## src/rtl/alu_pkg.sv

```systemverilog
// Shared constants for the sequenced ALU: opcodes, flag bit positions,
// button roles and FSM state encodings.
package alu_pkg;

    localparam logic [5:0] OP_ADD = 6'b100000;
    localparam logic [5:0] OP_SUB = 6'b100010;
    localparam logic [5:0] OP_AND = 6'b100100;
    localparam logic [5:0] OP_OR  = 6'b100101;
    localparam logic [5:0] OP_XOR = 6'b100110;
    localparam logic [5:0] OP_NOR = 6'b100111;
    localparam logic [5:0] OP_SRL = 6'b000010;
    localparam logic [5:0] OP_SRA = 6'b000011;

    localparam int FLAG_Z   = 0;
    localparam int FLAG_C   = 1;
    localparam int FLAG_V   = 2;
    localparam int FLAG_INV = 3;

    localparam int BTN_A  = 0;
    localparam int BTN_B  = 1;
    localparam int BTN_OP = 2;

    typedef enum logic [1:0] {
        WAIT_A  = 2'd0,
        WAIT_B  = 2'd1,
        WAIT_OP = 2'd2,
        EXEC    = 2'd3
    } state_e;

endpackage

```

## src/rtl/alu_sequenced_core_if.sv

```systemverilog
// Board-side bundle of the sequenced ALU: switches and buttons in,
// registered result, flags, strobes and FSM state out.
interface alu_sequenced_core_if #(
    parameter int BITS_DATA = 8,
    parameter int BUTTONS   = 3
);
    // Handshake: o_valid and o_seq_err are single-cycle strobes with no ready
    // or backpressure; o_result/o_flags are valid from the o_valid cycle and
    // hold until the next o_valid.
    logic [BITS_DATA-1:0] i_switches;
    logic [BUTTONS-1:0]   i_buttons;
    logic [BITS_DATA-1:0] o_result;
    logic [3:0]           o_flags;
    logic                 o_valid;
    logic                 o_seq_err;
    logic [1:0]           o_state;

    modport master (
        output i_switches, i_buttons,
        input  o_result, o_flags, o_valid, o_seq_err, o_state
    );

    modport slave (
        input  i_switches, i_buttons,
        output o_result, o_flags, o_valid, o_seq_err, o_state
    );

endinterface

```

## src/rtl/button_debouncer.sv

```systemverilog
// One raw button: two-flop synchroniser, stability counter and rising-edge
// detector producing a single-cycle press event.
module button_debouncer #(
    parameter int DEBOUNCE_CYCLES = 4
) (
    input  logic clk,
    input  logic i_reset,
    input  logic i_raw,
    output logic o_press
);
    localparam int CNT_W = (DEBOUNCE_CYCLES > 1) ? $clog2(DEBOUNCE_CYCLES) : 1;
    localparam logic [CNT_W-1:0] CNT_LAST = CNT_W'(DEBOUNCE_CYCLES - 1);

    logic             sync1_q, sync1_d;
    logic             sync2_q, sync2_d;
    logic             stable_q, stable_d;
    logic             stable_prev_q, stable_prev_d;
    logic [CNT_W-1:0] cnt_q, cnt_d;

    // The debounced level flips only on the DEBOUNCE_CYCLES-th consecutive
    // synchronised sample that disagrees with it; any agreeing sample restarts.
    always_comb begin
        sync1_d       = i_raw;
        sync2_d       = sync1_q;
        stable_d      = stable_q;
        stable_prev_d = stable_q;
        cnt_d         = '0;
        if (sync2_q != stable_q) begin
            if (cnt_q == CNT_LAST) begin
                stable_d = sync2_q;
            end else begin
                cnt_d = cnt_q + CNT_W'(1);
            end
        end
    end

    always_ff @(posedge clk) begin
        if (i_reset) begin
            sync1_q       <= 1'b0;
            sync2_q       <= 1'b0;
            stable_q      <= 1'b0;
            stable_prev_q <= 1'b0;
            cnt_q         <= '0;
        end else begin
            sync1_q       <= sync1_d;
            sync2_q       <= sync2_d;
            stable_q      <= stable_d;
            stable_prev_q <= stable_prev_d;
            cnt_q         <= cnt_d;
        end
    end

    assign o_press = stable_q & ~stable_prev_q;

endmodule

```

## src/rtl/alu_sequenced_core.sv

```systemverilog
// Button-driven ALU: debounced presses load A, B and OP in order, then one
// EXEC cycle registers the result and flags and pulses o_valid.
module alu_sequenced_core
    import alu_pkg::*;
#(
    parameter int BITS_DATA       = 8,
    parameter int BITS_OP         = 6,
    parameter int BUTTONS         = 3,
    parameter int DEBOUNCE_CYCLES = 4
) (
    input  logic                 clk,
    input  logic                 i_reset,
    alu_sequenced_core_if.slave  bus
);
    localparam int W = BITS_DATA;

    localparam logic [BITS_OP-1:0] C_ADD = BITS_OP'(OP_ADD);
    localparam logic [BITS_OP-1:0] C_SUB = BITS_OP'(OP_SUB);
    localparam logic [BITS_OP-1:0] C_AND = BITS_OP'(OP_AND);
    localparam logic [BITS_OP-1:0] C_OR  = BITS_OP'(OP_OR);
    localparam logic [BITS_OP-1:0] C_XOR = BITS_OP'(OP_XOR);
    localparam logic [BITS_OP-1:0] C_NOR = BITS_OP'(OP_NOR);
    localparam logic [BITS_OP-1:0] C_SRL = BITS_OP'(OP_SRL);
    localparam logic [BITS_OP-1:0] C_SRA = BITS_OP'(OP_SRA);
    localparam logic [W-1:0]       SHIFT_LIMIT = W'(BITS_DATA);

    logic [BUTTONS-1:0] press;
    logic               any_press;
    logic               multi_press;

    state_e             state_q, state_d;
    logic [W-1:0]       a_q, a_d;
    logic [W-1:0]       b_q, b_d;
    logic [BITS_OP-1:0] op_q, op_d;
    logic [W-1:0]       result_q, result_d;
    logic [3:0]         flags_q, flags_d;
    logic               valid_q, valid_d;
    logic               seq_err_q, seq_err_d;

    logic [W:0]         sum;
    logic [W-1:0]       alu_res;
    logic [3:0]         alu_flags;

    for (genvar g = 0; g < BUTTONS; g++) begin : g_btn
        button_debouncer #(
            .DEBOUNCE_CYCLES(DEBOUNCE_CYCLES)
        ) u_debouncer (
            .clk    (clk),
            .i_reset(i_reset),
            .i_raw  (bus.i_buttons[g]),
            .o_press(press[g])
        );
    end

    assign any_press   = |press;
    assign multi_press = |(press & (press - BUTTONS'(1)));

    always_comb begin
        sum       = '0;
        alu_res   = '0;
        alu_flags = '0;
        case (op_q)
            C_ADD: begin
                sum                 = {1'b0, a_q} + {1'b0, b_q};
                alu_res             = sum[W-1:0];
                alu_flags[FLAG_C]   = sum[W];
                alu_flags[FLAG_V]   = (a_q[W-1] == b_q[W-1]) && (alu_res[W-1] != a_q[W-1]);
            end
            C_SUB: begin
                alu_res             = a_q - b_q;
                alu_flags[FLAG_C]   = (a_q < b_q);
                alu_flags[FLAG_V]   = (a_q[W-1] != b_q[W-1]) && (alu_res[W-1] != a_q[W-1]);
            end
            C_AND: alu_res = a_q & b_q;
            C_OR:  alu_res = a_q | b_q;
            C_XOR: alu_res = a_q ^ b_q;
            C_NOR: alu_res = ~(a_q | b_q);
            // Oversized shift amounts saturate explicitly rather than relying
            // on the operator's out-of-range behaviour.
            C_SRL: alu_res = (b_q >= SHIFT_LIMIT) ? '0 : (a_q >> b_q);
            C_SRA: alu_res = (b_q >= SHIFT_LIMIT) ? {W{a_q[W-1]}} : W'($signed(a_q) >>> b_q);
            default: alu_flags[FLAG_INV] = 1'b1;
        endcase
        alu_flags[FLAG_Z] = (alu_res == '0);
    end

    always_comb begin
        state_d   = state_q;
        a_d       = a_q;
        b_d       = b_q;
        op_d      = op_q;
        result_d  = result_q;
        flags_d   = flags_q;
        valid_d   = 1'b0;
        seq_err_d = 1'b0;
        unique case (state_q)
            WAIT_A: begin
                if (any_press) begin
                    if (!multi_press && press[BTN_A]) begin
                        a_d     = bus.i_switches;
                        state_d = WAIT_B;
                    end else begin
                        seq_err_d = 1'b1;
                    end
                end
            end
            WAIT_B: begin
                if (any_press) begin
                    if (!multi_press && press[BTN_B]) begin
                        b_d     = bus.i_switches;
                        state_d = WAIT_OP;
                    end else begin
                        seq_err_d = 1'b1;
                    end
                end
            end
            WAIT_OP: begin
                if (any_press) begin
                    if (!multi_press && press[BTN_OP]) begin
                        op_d    = bus.i_switches[BITS_OP-1:0];
                        state_d = EXEC;
                    end else begin
                        seq_err_d = 1'b1;
                    end
                end
            end
            EXEC: begin
                // EXEC always completes in one cycle; a press here is only flagged.
                result_d  = alu_res;
                flags_d   = alu_flags;
                valid_d   = 1'b1;
                state_d   = WAIT_A;
                seq_err_d = any_press;
            end
            default: state_d = WAIT_A;
        endcase
    end

    always_ff @(posedge clk) begin
        if (i_reset) begin
            state_q   <= WAIT_A;
            a_q       <= '0;
            b_q       <= '0;
            op_q      <= '0;
            result_q  <= '0;
            flags_q   <= '0;
            valid_q   <= 1'b0;
            seq_err_q <= 1'b0;
        end else begin
            state_q   <= state_d;
            a_q       <= a_d;
            b_q       <= b_d;
            op_q      <= op_d;
            result_q  <= result_d;
            flags_q   <= flags_d;
            valid_q   <= valid_d;
            seq_err_q <= seq_err_d;
        end
    end

    assign bus.o_result  = result_q;
    assign bus.o_flags   = flags_q;
    assign bus.o_valid   = valid_q;
    assign bus.o_seq_err = seq_err_q;
    assign bus.o_state   = state_q;

endmodule
```

## src/flat_wrapper.sv

```systemverilog
// flat-port wrapper written by rule: the top's interface ports become plain ports
module alu_sequenced_core_flat import alu_pkg::*;
#(
    parameter int BITS_DATA       = 8,
    parameter int BITS_OP         = 6,
    parameter int BUTTONS         = 3,
    parameter int DEBOUNCE_CYCLES = 4
)
  (clk, i_reset, bus_i_switches, bus_i_buttons, bus_o_result, bus_o_flags, bus_o_valid, bus_o_seq_err, bus_o_state);
  alu_sequenced_core_if #(.BITS_DATA(BITS_DATA), .BUTTONS(BUTTONS)) bus_i ();
  input  logic clk;
  input  logic i_reset;
  input wire logic [$bits(bus_i.i_switches)-1:0] bus_i_switches;
  input wire logic [$bits(bus_i.i_buttons)-1:0] bus_i_buttons;
  output wire logic [$bits(bus_i.o_result)-1:0] bus_o_result;
  output wire logic [$bits(bus_i.o_flags)-1:0] bus_o_flags;
  output wire logic [$bits(bus_i.o_valid)-1:0] bus_o_valid;
  output wire logic [$bits(bus_i.o_seq_err)-1:0] bus_o_seq_err;
  output wire logic [$bits(bus_i.o_state)-1:0] bus_o_state;
  assign bus_i.i_switches = bus_i_switches;
  assign bus_i.i_buttons = bus_i_buttons;
  assign bus_o_result = bus_i.o_result;
  assign bus_o_flags = bus_i.o_flags;
  assign bus_o_valid = bus_i.o_valid;
  assign bus_o_seq_err = bus_i.o_seq_err;
  assign bus_o_state = bus_i.o_state;
  alu_sequenced_core #(.BITS_DATA(BITS_DATA), .BITS_OP(BITS_OP), .BUTTONS(BUTTONS), .DEBOUNCE_CYCLES(DEBOUNCE_CYCLES)) u_core (.clk(clk), .i_reset(i_reset), .bus(bus_i));
endmodule
```

## config.mk

```make
export PLATFORM = sky130hd
export DESIGN_NAME = alu_sequenced_core_flat
export DESIGN_NICKNAME = d
export VERILOG_FILES = /design/src/rtl/alu_pkg.sv /design/src/rtl/alu_sequenced_core_if.sv /design/src/rtl/button_debouncer.sv /design/src/rtl/alu_sequenced_core.sv /design/src/flat_wrapper.sv
export SDC_FILE = /design/constraint.sdc
export NUM_CORES = 1
export LEC_CHECK = 0
export CAP_MARGIN = 20
export CORE_AREA = 2 2 87 89
export DETAILED_ROUTE_END_ITERATION = 8
export DIE_AREA = 0 0 89 91
export PLACE_DENSITY = 0.74
export RECOVER_POWER = 50
export SLEW_MARGIN = 5
export SYNTH_ARGS = -nofsm -noshare
export SYNTH_HDL_FRONTEND = slang
export SYNTH_HIERARCHICAL = 1
export SYNTH_SLANG_ARGS = --single-unit
export TNS_END_PERCENT = 1
```

## constraint.sdc

```tcl
create_clock -name clk -period 4.5 [get_ports clk]
set_input_delay 1.35 -clock clk [delete_from_list [all_inputs] [get_ports clk]]
set_output_delay 1.35 -clock clk [all_outputs]
set_load 0.01 [all_outputs]
```

==> impl_results.md <==
* Gp weighted congestion at 1.06
* PostCTS Resize Cnt at 0
* # Post-CTS Setup Buffers at 0
* Hold WC Path Type: register to register
* Reg clk slew, reported paths at 100 ps
* # hold bufs at CTS at 0
* Final worst-path cycle share at 78.6%
* Worst R2R Start: u_core/b_q[2]
* Commonest cells in the netlist: 56 x dfxtp_1, 51 x nand2_1, 42 x nor2_1
* Hold slack at 437 ps
* CTS Root Cell: clkbuf_8
* Min Tclk post-route at 3540 ps
* Most instantiated library cell after synthesis: dfxtp_1
* Grt ovf at 0
* Most common flop cell mapped by yosys: dfxtp_1
* Failing checks: capacitance limit, slew limit
* Yosys reg bits at 56
* Post-synth net total at 515
* Initial antenna violation count at 0
* Worst setup margin at 963 ps
* YS warnings at 6
* Area grow syn2layout at 10.0%
* Maximum VDD drop at 179 uV
* Worst Max-Slew Pin Slew at 1850 ps
* Cell accounting for the most synthesized area: dfxtp_1
* R2R setup slack at 960 ps
* Post-synthesis cell area at 0.00385 mm2
* Synth cell types at 67
* R2R depth at 8
* Ports at 29
* Critical path class: register to register
* Worst setup EP type: register
* Largest net degree at the start of global routing at 46
* DRT iter0 DRCs at 339
* Ratio of cells with drive above 1 in the final layout at 4.55%
* Worst hold path endpoint: u_core/g_btn[2].u_debouncer/cnt_q[0]
* Final number of hold-violating endpoints at 0
* CTS Buf Count at 5
* EDFF count, synth at 0
* Port Buffers at 28
* Tot GR Track Use at 25.2%
* Outcome: finished, violations left
* PwrDens at 209 mW/mm2
* Arr. time, crit path at 3800 ps
* Vias in the first global route at 3446
* Via Count at 3570
* Clock H-tree levels at 2
* MaxCap Viol Count at 1
* FMAX at 0.283 GHz
* Reg2reg end: u_core/bus.o_flags[0]
* Sequential element share of the synthesized area at 29.1%
* Die X-Extent at 89 um
* RSZ-0062 raised after global routing: no
* # diodes at 0
* Fillcell total at 668
* Vias/cell at 6.13
* DP Cell Count at 574
* Required time of the critical path at 4760 ps
* Syn Inst Count at 468
* Area share of the largest cell type after synthesis at 29.1%
* Max FO, Critical Path at 17
* Final Max Slew Viols at 46
* WL final at 9730 um
* Clock Latency Late Sink at 310 ps
* Hold path start: u_core/g_btn[2].u_debouncer/cnt_q[0]
* Core box area at 0.00714 mm2
* CTS sink cnt at 56
* Clk_skew at 14.7 ps
* Final setup vio count at 0
* DIE AREA at 0.00810 mm2
* First-pass GRT wire length at 16400 um
* Final non-filler cell total at 582
* Max clock buf depth at 2
* Dpl ws at 1060 ps
* DRC violations left at 0
* FF/Latch Area at 0.00112 mm2
* Die Height at 91 um
* Cell row count at 31
* Final setup TNS at 0 ps
* Dpl hpwl at 7340 um
* Per-cell routed wire length at 16.7 um
* Final ANT Viol Nets at 0
* Synth area leaders: dfxtp_1 29%, ha_1 10%, mux2i_1 6.2%
* Startpoint Class: register
* Slew margin rel. at -23.4%
* Starting Density at 54.0%
* CTS tree: built
* Total power at 886 uW
* Async SR Flop Fraction at 0%
* Hold depth at 1
* First-pass DRT Iterations at 5
* Area of the multi-input gates at 0.00251 mm2
* Lkg Pwr at 1.46 nW
* Syn Area/Cell at 8.23 um2
* Final nets at 529
[sequential cells by signal, summed over array words and instances (netlist names)]
register and cells:
u_core/g_btn.u_debouncer/stable_prev_q 3, u_core/bus.o_valid 1, u_core/bus.o_result 8, u_core/a_q 8, u_core/bus.o_seq_err 1, u_core/bus.o_state 2, u_core/bus.o_flags 4, u_core/b_q 8
u_core/g_btn.u_debouncer/sync2_q 3, u_core/g_btn.u_debouncer/cnt_q 6, u_core/g_btn.u_debouncer/stable_prev_d 3, u_core/g_btn.u_debouncer/sync1_q 3, u_core/op_q 6
[metal layers]
| layer | GRT usage [%] | wire [um] | share of wire, % | vias up |
|---|---|---|---|---|
| li1 | - | - | - | 1693 |
| met1 | 32.1 | 4140 | 43 | 1667 |
| met2 | 40.5 | 4570 | 47 | 170 |
| met3 | 4.82 | 602 | 6.2 | 40 |
| met4 | 11.4 | 412 | 4.2 | 0 |
| met5 | 0 | 0 | 0 | - |
[through the flow]
step | cell area [um2] | util [%]
after detailed placement | 4170 | 58.5
final | 4240 | 59.4
after global routing | 4240 | 59.4
after CTS | 4260 | 59.7
after floorplan | 3850 | -
after global placement | 4170 | 58.5
[critical path, cell delays in order, from the launching register on]
cell and delay [ps]:
dfxtp_1 790, clkinv_1 430, ha_1 480, o311ai_1 450
a221oi_1 200, a221o_1 340, a211o_1 310, a2111oi_0 310
a31o_1 190
[power breakdown]
group,switching [mW],total [mW],internal [mW]
Sequential,0.00955,0.514,0.504
Clock,0.164,0.275,0.111
Combinational,0.0524,0.0979,0.0455
[cells in the final DEF (no fill, tap or decap), types with 4 or more instances in the layout]
master / count
o21ai_0: 17
inv_1: 26
nand2b_1: 8
nor4_1: 5
nor3_1: 13
nor2_1: 42
a311oi_1: 4
or3_1: 5
ha_1: 32
a211o_1: 4
mux2_2: 4
nand3_1: 5
a31oi_1: 6
dfxtp_1: 56
a211oi_1: 12
nand2_1: 51
mux2i_1: 24
clkbuf_8: 5
clkdlybuf4s50_1: 27
nor2b_1: 17
xor2_1: 5
a21oi_1: 33
xnor2_1: 12
[kinds of logic (layout without fill, tap and decap cells)]
| logic type | count (synthesis) | in the layout | synth area share (%) |
|---|---|---|---|
| simple gates | 170 | 170 | 23.2 |
| compound gates | 111 | 111 | 19.3 |
| flops | 56 | 56 | 29.1 |
| buf+inv | 51 | 66 | 5.20 |
| fa+ha+maj | 34 | 34 | 11.4 |
| mux | 29 | 29 | 7.99 |
| xor+xnor | 17 | 17 | 3.86 |
[worst max path at each step]
stage / from / cells past startpoint / slack, ps / end
floorplan: u_core/b_q[1] / 11 / 1720 / u_core/bus.o_flags[0]
global placement: u_core/b_q[2] / 8 / 1230 / u_core/bus.o_flags[0]
detailed placement: u_core/b_q[2] / 8 / 1060 / u_core/bus.o_flags[0]
CTS: u_core/b_q[2] / 8 / 1030 / u_core/bus.o_flags[0]
global route: u_core/b_q[2] / 9 / 710 / u_core/bus.o_flags[0]
finish: u_core/b_q[2] / 8 / 960 / u_core/bus.o_flags[0]
[layout make-up]
| cell class | count | share of cell area [%] |
|---|---|---|
| multi-input cells | 361 | 59.3 |
| inverters | 28 | 2.48 |
| clock inverters | 3 | 0.502 |
| well taps | 99 | 2.92 |
| flip-flops and latches | 56 | 26.5 |
| clock buffers | 5 | 1.62 |
| repair buffers | 30 | 6.73 |
No activity file was read; power rests on OpenSTA's default activity.
